$ cat src/rtl/mips_alu_pkg.sv
// rtl/mips_alu_pkg.sv - ALU op codes and execute-stage FSM encoding shared with ALU_Control
package mips_alu_pkg;

  localparam logic [3:0] ALU_AND  = 4'b0000;
  localparam logic [3:0] ALU_OR   = 4'b0001;
  localparam logic [3:0] ALU_ADD  = 4'b0010;
  localparam logic [3:0] ALU_SUB  = 4'b0110;
  localparam logic [3:0] ALU_SLT  = 4'b0111;
  localparam logic [3:0] ALU_NOR  = 4'b1100;
  localparam logic [3:0] ALU_MULT = 4'b1000;
  localparam logic [3:0] ALU_MFHI = 4'b1010;
  localparam logic [3:0] ALU_MFLO = 4'b1011;

  typedef enum logic [1:0] {
    ST_IDLE = 2'd0,
    ST_MUL  = 2'd1,
    ST_DONE = 2'd2
  } state_e;

endpackage

$ cat src/rtl/seq_multiplier.sv
// rtl/seq_multiplier.sv - iterative shift-add unsigned multiplier, one step per clock
module seq_multiplier #(
  parameter int WIDTH = 32
) (
  input  logic             clk,
  input  logic             rst,
  input  logic             start_i,
  input  logic [WIDTH-1:0] mcand_i,
  input  logic [WIDTH-1:0] mplier_i,
  output logic             last_o,
  output logic [WIDTH-1:0] hi_o,
  output logic [WIDTH-1:0] lo_o
);

  localparam int CW = $clog2(WIDTH);

  logic             busy_q;
  logic [CW-1:0]    cnt_q;
  logic [WIDTH-1:0] mcand_q;
  logic [WIDTH-1:0] acc_q;
  logic [WIDTH-1:0] mplier_q;
  logic [WIDTH:0]   sum_d;

  // hi_o/lo_o expose the post-step values so the owner can capture the product on the last edge
  always_comb begin
    sum_d  = {1'b0, acc_q} + (mplier_q[0] ? {1'b0, mcand_q} : '0);
    hi_o   = sum_d[WIDTH:1];
    lo_o   = {sum_d[0], mplier_q[WIDTH-1:1]};
    last_o = busy_q && (cnt_q == CW'(WIDTH - 1));
  end

  always_ff @(posedge clk) begin
    if (rst) begin
      busy_q   <= 1'b0;
      cnt_q    <= '0;
      mcand_q  <= '0;
      acc_q    <= '0;
      mplier_q <= '0;
    end else if (start_i) begin
      busy_q   <= 1'b1;
      cnt_q    <= '0;
      mcand_q  <= mcand_i;
      acc_q    <= '0;
      mplier_q <= mplier_i;
    end else if (busy_q) begin
      acc_q    <= hi_o;
      mplier_q <= lo_o;
      cnt_q    <= cnt_q + 1'b1;
      if (last_o) busy_q <= 1'b0;
    end
  end

endmodule

$ cat src/rtl/alu_exec_unit.sv
// rtl/alu_exec_unit.sv - execute stage: single-cycle ALU ops plus iterative MULT into HI/LO
module alu_exec_unit
  import mips_alu_pkg::*;
#(
  parameter int WIDTH      = 32,
  parameter bit Z_ON_UNDEF = 1'b1
) (
  input  logic             clk,
  input  logic             rst,
  input  logic             valid_in,
  output logic             ready,
  input  logic [3:0]       ALUOperation,
  input  logic [WIDTH-1:0] a,
  input  logic [WIDTH-1:0] b,
  output logic             valid_out,
  output logic [WIDTH-1:0] result,
  output logic             zero,
  output logic             overflow,
  output logic             op_err,
  output logic [WIDTH-1:0] hi,
  output logic [WIDTH-1:0] lo
);

  state_e           state_q;
  logic             valid_out_q, zero_q, overflow_q, op_err_q;
  logic [WIDTH-1:0] result_q, hi_q, lo_q;
  logic [WIDTH-1:0] res_d, sum_d, diff_d, mul_hi, mul_lo;
  logic             ovf_d, err_d, mul_last, mul_start;

  assign ready     = (state_q == ST_IDLE);
  assign mul_start = valid_in && ready && (ALUOperation == ALU_MULT);

  seq_multiplier #(.WIDTH(WIDTH)) u_mul (
    .clk      (clk),
    .rst      (rst),
    .start_i  (mul_start),
    .mcand_i  (a),
    .mplier_i (b),
    .last_o   (mul_last),
    .hi_o     (mul_hi),
    .lo_o     (mul_lo)
  );

  always_comb begin
    res_d  = '0;
    ovf_d  = 1'b0;
    err_d  = 1'b0;
    sum_d  = a + b;
    diff_d = a - b;
    case (ALUOperation)
      ALU_AND:  res_d = a & b;
      ALU_OR:   res_d = a | b;
      ALU_ADD: begin
        res_d = sum_d;
        ovf_d = (a[WIDTH-1] == b[WIDTH-1]) && (sum_d[WIDTH-1] != a[WIDTH-1]);
      end
      ALU_SUB: begin
        res_d = diff_d;
        ovf_d = (a[WIDTH-1] != b[WIDTH-1]) && (diff_d[WIDTH-1] != a[WIDTH-1]);
      end
      ALU_SLT:  res_d = {{(WIDTH-1){1'b0}}, ($signed(a) < $signed(b))};
      ALU_NOR:  res_d = ~(a | b);
      ALU_MULT: res_d = result_q;
      ALU_MFHI: res_d = hi_q;
      ALU_MFLO: res_d = lo_q;
      default: begin
        err_d = 1'b1;
        res_d = Z_ON_UNDEF ? '0 : result_q;
      end
    endcase
  end

  always_ff @(posedge clk) begin
    if (rst) begin
      state_q     <= ST_IDLE;
      valid_out_q <= 1'b0;
      result_q    <= '0;
      zero_q      <= 1'b0;
      overflow_q  <= 1'b0;
      op_err_q    <= 1'b0;
      hi_q        <= '0;
      lo_q        <= '0;
    end else begin
      valid_out_q <= 1'b0;
      case (state_q)
        ST_IDLE: begin
          if (mul_start) begin
            state_q <= ST_MUL;
          end else if (valid_in) begin
            result_q    <= res_d;
            zero_q      <= (res_d == '0);
            overflow_q  <= ovf_d;
            op_err_q    <= err_d;
            valid_out_q <= 1'b1;
          end
        end
        ST_MUL: begin
          if (mul_last) begin
            hi_q        <= mul_hi;
            lo_q        <= mul_lo;
            result_q    <= mul_lo;
            zero_q      <= ({mul_hi, mul_lo} == '0);
            overflow_q  <= 1'b0;
            op_err_q    <= 1'b0;
            valid_out_q <= 1'b1;
            state_q     <= ST_DONE;
          end
        end
        default: state_q <= ST_IDLE;
      endcase
    end
  end

  assign valid_out = valid_out_q;
  assign result    = result_q;
  assign zero      = zero_q;
  assign overflow  = overflow_q;
  assign op_err    = op_err_q;
  assign hi        = hi_q;
  assign lo        = lo_q;

endmodule

$ cat config.mk
export PLATFORM = sky130hd
export DESIGN_NAME = alu_exec_unit
export DESIGN_NICKNAME = d
export VERILOG_FILES = /design/src/rtl/mips_alu_pkg.sv /design/src/rtl/seq_multiplier.sv /design/src/rtl/alu_exec_unit.sv
export SDC_FILE = /design/constraint.sdc
export NUM_CORES = 1
export LEC_CHECK = 0
export ABC_AREA = 1
export BUFFER_PORTS_ARGS = -buffer_cell sky130_fd_sc_hd__buf_2
export CORE_MARGIN = 2
export CORE_UTILIZATION = 55
export CTS_CLUSTER_SIZE = 12
export DETAILED_ROUTE_END_ITERATION = 6
export GPL_TIMING_DRIVEN = 0
export PLACE_DENSITY = 0.75
export SYNTH_ARGS = -nofsm -noshare
export SYNTH_HDL_FRONTEND = slang
export SYNTH_HIERARCHICAL = 1
export SYNTH_SLANG_ARGS = --single-unit
$ cat constraint.sdc
create_clock -name clk -period 6 [get_ports clk]
set_clock_uncertainty 0.15 [all_clocks]
set_input_delay 0.3 -clock clk [delete_from_list [all_inputs] [get_ports clk]]
set_output_delay 0.3 -clock clk [all_outputs]
set_load 0.005 [all_outputs]
== Word level (Yosys, flattened, before mapping) ==
Index checks and enable logic that the tools add are counted.
W data, S select, Z words.
Word-level totals
  flip-flop bits (word level): 204
  input port bits: 71
  output and inout port bits: 101
  word-level logic and storage cells: 86
Cells by class
  add/sub/neg operators: 4
  order comparisons: 1
  equality and inequality tests: 18
  multiplexer cells: 31
  bitwise operators: 3
  reduce and logical (&&, ||, !) cells: 16
Operator list (count)
  $pmux W32 S9: 1
  $mux W32: 6
  $logic_not A64 Y1: 1
  $pmux W32 S2: 1
  $add A32 B33 Y33: 1
  $add A32 B32 Y32: 1
  $and A32 B32 Y32: 1
  $logic_not A32 Y1: 1
  $lt A32 B32 Y1: 1
  $not A32 Y32: 1
  $or A32 B32 Y32: 1
  $sub A32 B32 Y32: 1
  $eq A4 B4 Y1 const B: 4
  $mux W1: 15
  $pmux W1 S2: 5
  $reduce_or A9 Y1: 1
  $eq A4 B3 Y1 const B: 2
  $ne A2 B2 Y1 const B: 3
  $add A5 B1 Y5 const B: 1
  $eq A5 B5 Y1 const B: 1
  $logic_and A1 B1 Y1: 5
  $eq A4 B1 Y1 const B: 1
  $eq A4 B2 Y1 const B: 1
  $logic_not A4 Y1: 1
  11 further kinds: 16

== Logic depth before layout (Yosys ltp) ==
  depth after elaboration: 7
  depth in mapped cells: 22

== Hierarchy ==
Netlist, hierarchy kept.
Modules (own cells, without submodules)
  alu_exec_unit: times used 1, cells an instance 2017, area each 11522.3 µm², seq. area each 2042.0 µm²
  seq_multiplier: times used 1, cells an instance 1119, area each 6857.8 µm², seq. area each 2042.0 µm²

== Least setup slack after synthesis ==
Ideal clock, no wire load.
  path kind: reg2reg
  start point: register u_mul.mplier_q[0]
  end point: register zero_q (netlist: zero)
  arrival: 3155 ps
  data required time: 5784 ps
  slack: 2628 ps
  stages on the path, launching flop included: 21
  buffers on the path: 2
  clock period less this slack: 3372 ps
  cell sequence: dfxtp_1 -> clkbuf_1 -> clkbuf_1 -> nand2_1 -> inv_1 -> ha_1 -> fa_1 -> nand3_1 -> nand3_1 -> nand2_1 -> nand2_1 -> nand2_1 -> nand2_1 -> nand4_1 -> nand2_1 -> or4_1 -> nor4_1 -> nand2_1 -> o31ai_1 -> inv_1 -> a21oi_2
Between the ends
  longest elaborated chain between the ends: 5
RTL lines
  start: declaration: line seq_multiplier.sv:21  | logic [WIDTH-1:0] mplier_q;
  start signal: assignment: line seq_multiplier.sv:44  | mplier_q <= mplier_i;
  start signal: assignment: line seq_multiplier.sv:47  | mplier_q <= lo_o;
  $mux W32: line seq_multiplier.sv:26  | sum_d = {1'b0, acc_q} + (mplier_q[0] ? {1'b0, mcand_q} : '0);
  $add A32 B33 Y33: line seq_multiplier.sv:26
  named net mul_hi[31]: line alu_exec_unit.sv:27  | logic [WIDTH-1:0] res_d, sum_d, diff_d, mul_hi, mul_lo;
  $logic_not A64 Y1: line alu_exec_unit.sv:102  | zero_q <= ({mul_hi, mul_lo} == '0);
  $mux W1: line alu_exec_unit.sv:98  | if (mul_last) begin
  $pmux W1 S2: line alu_exec_unit.sv:85  | case (state_q)
  end signal: assignment: line alu_exec_unit.sv:91  | zero_q <= (res_d == '0);
  end signal: assignment: line alu_exec_unit.sv:102
  end: declaration: line alu_exec_unit.sv:25  | logic valid_out_q, zero_q, overflow_q, op_err_q;
The timed path passes the listed nets, and every way through them passes these cells. The select of a mux whose other input is x is not followed.
A chain may end at the register's enable or synchronous reset.

== Final worst setup path ==
Ends and elaborated chain as after synthesis.

==> reports/results.ini <==
[outcome]
status = finished, final reports clean

[worst_setup_path]
cp-start-kind = register
arrival_ps = 4580
crit_path_max_fanout = 10
worstSetupEndpointType = register
reg2reg_depth = 20
timing.rr.start = u_mul/mplier_q[0]
worstSetupPathType = reg2reg
required_ps = 6300
reg2reg_to = zero
reg2reg_slack_ps = 1720

[timing]
fin_crit_sh_pct = 71.3
min_period_ps = 4280
tns_ps = 0
max_freq_ghz = 0.234
drv_slew = 0
hold_violations = 0
slew_headroom_pct = 43.7
worstMarginPinSlew_ps = 841
setup_violations = 0
rsz0062_at_grt = false

[clock_tree]
htree_num_levels = 1
cts_setup_buffers = 0
cts_buffer_depth = 3
cts_inserted_buffers = 21
path_clk_slew_ps = 60
clk_latency_ps = 510
cts_tree = yes
root_buffer = clkbuf_16
cts_sinks = 204

[grt]
grt-ovfl-total = 0
grt_util_met2_pct = 72.7
grt.met3_usage_pct = 5.15
top_usage_layer = met2
grt_max_degree = 13
antenna_found_initial = 0
grt_pass1_wl_um = 117000
track_usage_pct = 43.6
grt_pass1_vias = 20594
met1_usage_pct = 52.4

[synthesis]
yosys_warnings = 6
seq_area_frac_synth_pct = 22.2
syn-cell-area_um2 = 18400
syn-num-nets = 3343
yosys.area.top_type = dfxtp_1
synth.distinct_cells = 50
synth_area_leaders = dfxtp_1 (22%), nand2_1 (17%), inv_1 (11%), ha_1 (9.1%), nor2_1 (7.9%)
avgSynthCellArea_um2 = 5.86
synth_top_area_share_pct = 22.2
synth_cells = 3136
synth_seq_cells = 204

[final_layout]
nNetsFinal = 3540
fillers = 3259
drive_gt1_share_pct = 10.7
fin_area_um2 = 20400
fin_cells = 3778
diodes = 0
area.growth.synth_to_final_pct = 11.2

[drt]
drt-total-wl_um = 78800
drc = 0
wire_per_inst_um = 20.9
vias = 21879
drt-initial-drc-count = 2460
dr.pass1.iters = 6
drtAntennaViolNets = 0
viasPerCell = 5.79

[place]
placed_cells = 3747
port_buffers = 169
dp_hpwl_um = 65900
place.gp.congestion = 1.07
dpl_cell_area_um2 = 19800

[min_path]
hold_depth = 3
hold_class = in2reg
holdPathEnd = u_mul/mcand_q[30]
min-delay-start = a[30]

[power_and_ir_drop]
p_comb_share_pct = 26.3
p_int_w = 0.00239
seq_power_share_pct = 39.2
switchingPower_w = 0.00122
vdd_drop_max_v = 0.000179
clkPwrFrac_pct = 34.6
p_leak_nw = 11.3
power.density_nw_per_um2 = 177
p_sw_share_pct = 33.9

[flow_run]
maxCapViolCount = 0

[floorplanning]
chipHeight_um = 187
chipWidth_um = 187
initial_core_util_pct = 56.2
dieArea_um2 = 34900
num_io_pins = 172
rows = 66
coreArea_um2 = 32700

sequential cells by signal, summed over array words and instances (netlist names), 2 cells and up:
register and flops:
u_mul/cnt_q 5, hi 32, u_mul/mplier_q 32, u_mul/acc_q 32, result 32, u_mul/mcand_q 32, state_q 2, lo 32
critical path, cell delays in order (launching register included):
cell and delay (ps):
dfxtp_1 300, clkbuf_1 170, clkbuf_1 330, nand2_1 130, inv_1 50, ha_1 250, fa_1 500, nand3_1 120
nand3_1 130, nand2_1 90, nand2_1 140, nand2_1 120, nand2_1 120, nand4_1 120, nand2_1 170, or4_1 550
nor4_1 270, nand2_1 90, o31ai_1 220, inv_1 80, a21oi_2 120
worst max path at each step:
| stage | start | endpoint | slack (ps) | cells after the start |
|---|---|---|---|---|
| final | u_mul/mplier_q[0] | zero | 1720 | 20 |
| after global routing | u_mul/mplier_q[0] | zero | 1320 | 20 |
| after CTS | u_mul/mplier_q[0] | zero | 1810 | 20 |
| after detailed placement | u_mul/mplier_q[0] | zero | 1840 | 20 |
| after global placement | u_mul/mplier_q[0] | zero | 1840 | 20 |
| after floorplan | u_mul/mplier_q[0] | zero | 2630 | 20 |
per-layer routing:
metal	up-vias	wire length (um)
met1	10004	29800
met4	0	6350
met5	-	0
met2	1300	35500
met3	332	7070
li1	10243	-
area by class of cell:
| cell class | count | area (um^2) | share of cell area [%] |
|---|---|---|---|
| plain buffers | 147 | 830 | 4.06 |
| clock buffers | 25 | 581 | 2.84 |
| clock inverters | 1 | 30.0 | 0.147 |
| inverters | 575 | 2160 | 10.6 |
| multi-input cells | 2210 | 11300 | 55.3 |
| flip-flops and latches | 204 | 4080 | 20.0 |
| well taps | 442 | 553 | 2.71 |
| repair buffers | 174 | 896 | 4.38 |
cell usage after synthesis (all sizes together):
| cell type | n |
|---|---|
| xor2 | 14 |
| o22ai | 30 |
| o2111ai | 1 |
| a21o | 2 |
| o21bai | 12 |
| nand3b | 4 |
| buf | 83 |
| clkinv | 2 |
| a211oi | 38 |
| clkbuf | 63 |
| nor4 | 15 |
| xnor2 | 3 |
| inv | 573 |
| fa | 3 |
| dfxtp | 204 |
| o31ai | 2 |
| o211ai | 26 |
| and3 | 3 |
| dlygate4sd1 | 1 |
| nand4 | 28 |
| o221ai | 9 |
| or4 | 2 |
| o21ai | 177 |
| a22o | 3 |
| nand2 | 867 |
| ha | 133 |
| a31oi | 2 |
| nor2 | 410 |
| and2 | 2 |
| or2 | 1 |
| nor3 | 42 |
| a21oi | 159 |
| nand3 | 192 |
| a221oi | 30 |
power groups by stage:
| stage | Clock [W] | Sequential (W) | Combinational (W) |
|---|---|---|---|
| after floorplan | 0 | 0.00143 | 0.000591 |
| after global placement | 0 | 0.00144 | 0.000887 |
| after detailed placement | 0 | 0.00144 | 0.000903 |
| after CTS | 0.00124 | 0.00141 | 0.000911 |
| after global routing | 0.00129 | 0.00141 | 0.00103 |
| final | 0.00125 | 0.00141 | 0.000949 |
cells in the final DEF, fill, tap and decap left out, drive strengths merged, types with 3 or more instances in the layout:
master	count
a211oi	38
a21oi	159
a221oi	30
a22o	3
and3	3
buf	252
clkbuf	88
dfxtp	204
dlygate4sd3	5
fa	3
ha	133
inv	573
nand2	867
nand3	192
nand3b	4
nand4	28
nor2	410
nor3	42
nor4	15
o211ai	26
o21ai	177
o21bai	12
o221ai	9
o22ai	30
xnor2	3
xor2	14
kinds of logic (layout without fill, tap and decap cells):
logic type / count (synthesis) / count (layout) / share of synthesized area, %
flops: 204 / 204 / 22.2
compound gates: 491 / 491 / 15.7
simple gates: 1566 / 1566 / 35.6
xor+xnor: 17 / 17 / 0.851
fa+ha+maj: 136 / 136 / 9.38
buf+inv: 722 / 922 / 16.3
repair_timing:
item,in CTS,in global routing
setup endpoints to repair,0,0
endpoints found under the hold margin,5,0
resized for setup,0,0
hold buffers,5,0
metrics by stage:
stage	utilization, %	power [W]	hold WS, ps	setup WS (ps)
final	62.5	0.00361	4.02	1720
after global routing	62.5	0.00373	14.8	1320
after CTS	62.5	0.00356	0.161	1810
after detailed placement	60.5	0.00234	314	1840
after global placement	60.5	0.00233	303	1840
after floorplan	-	0.00202	228	2630
(Power assumes the default switching activity.)
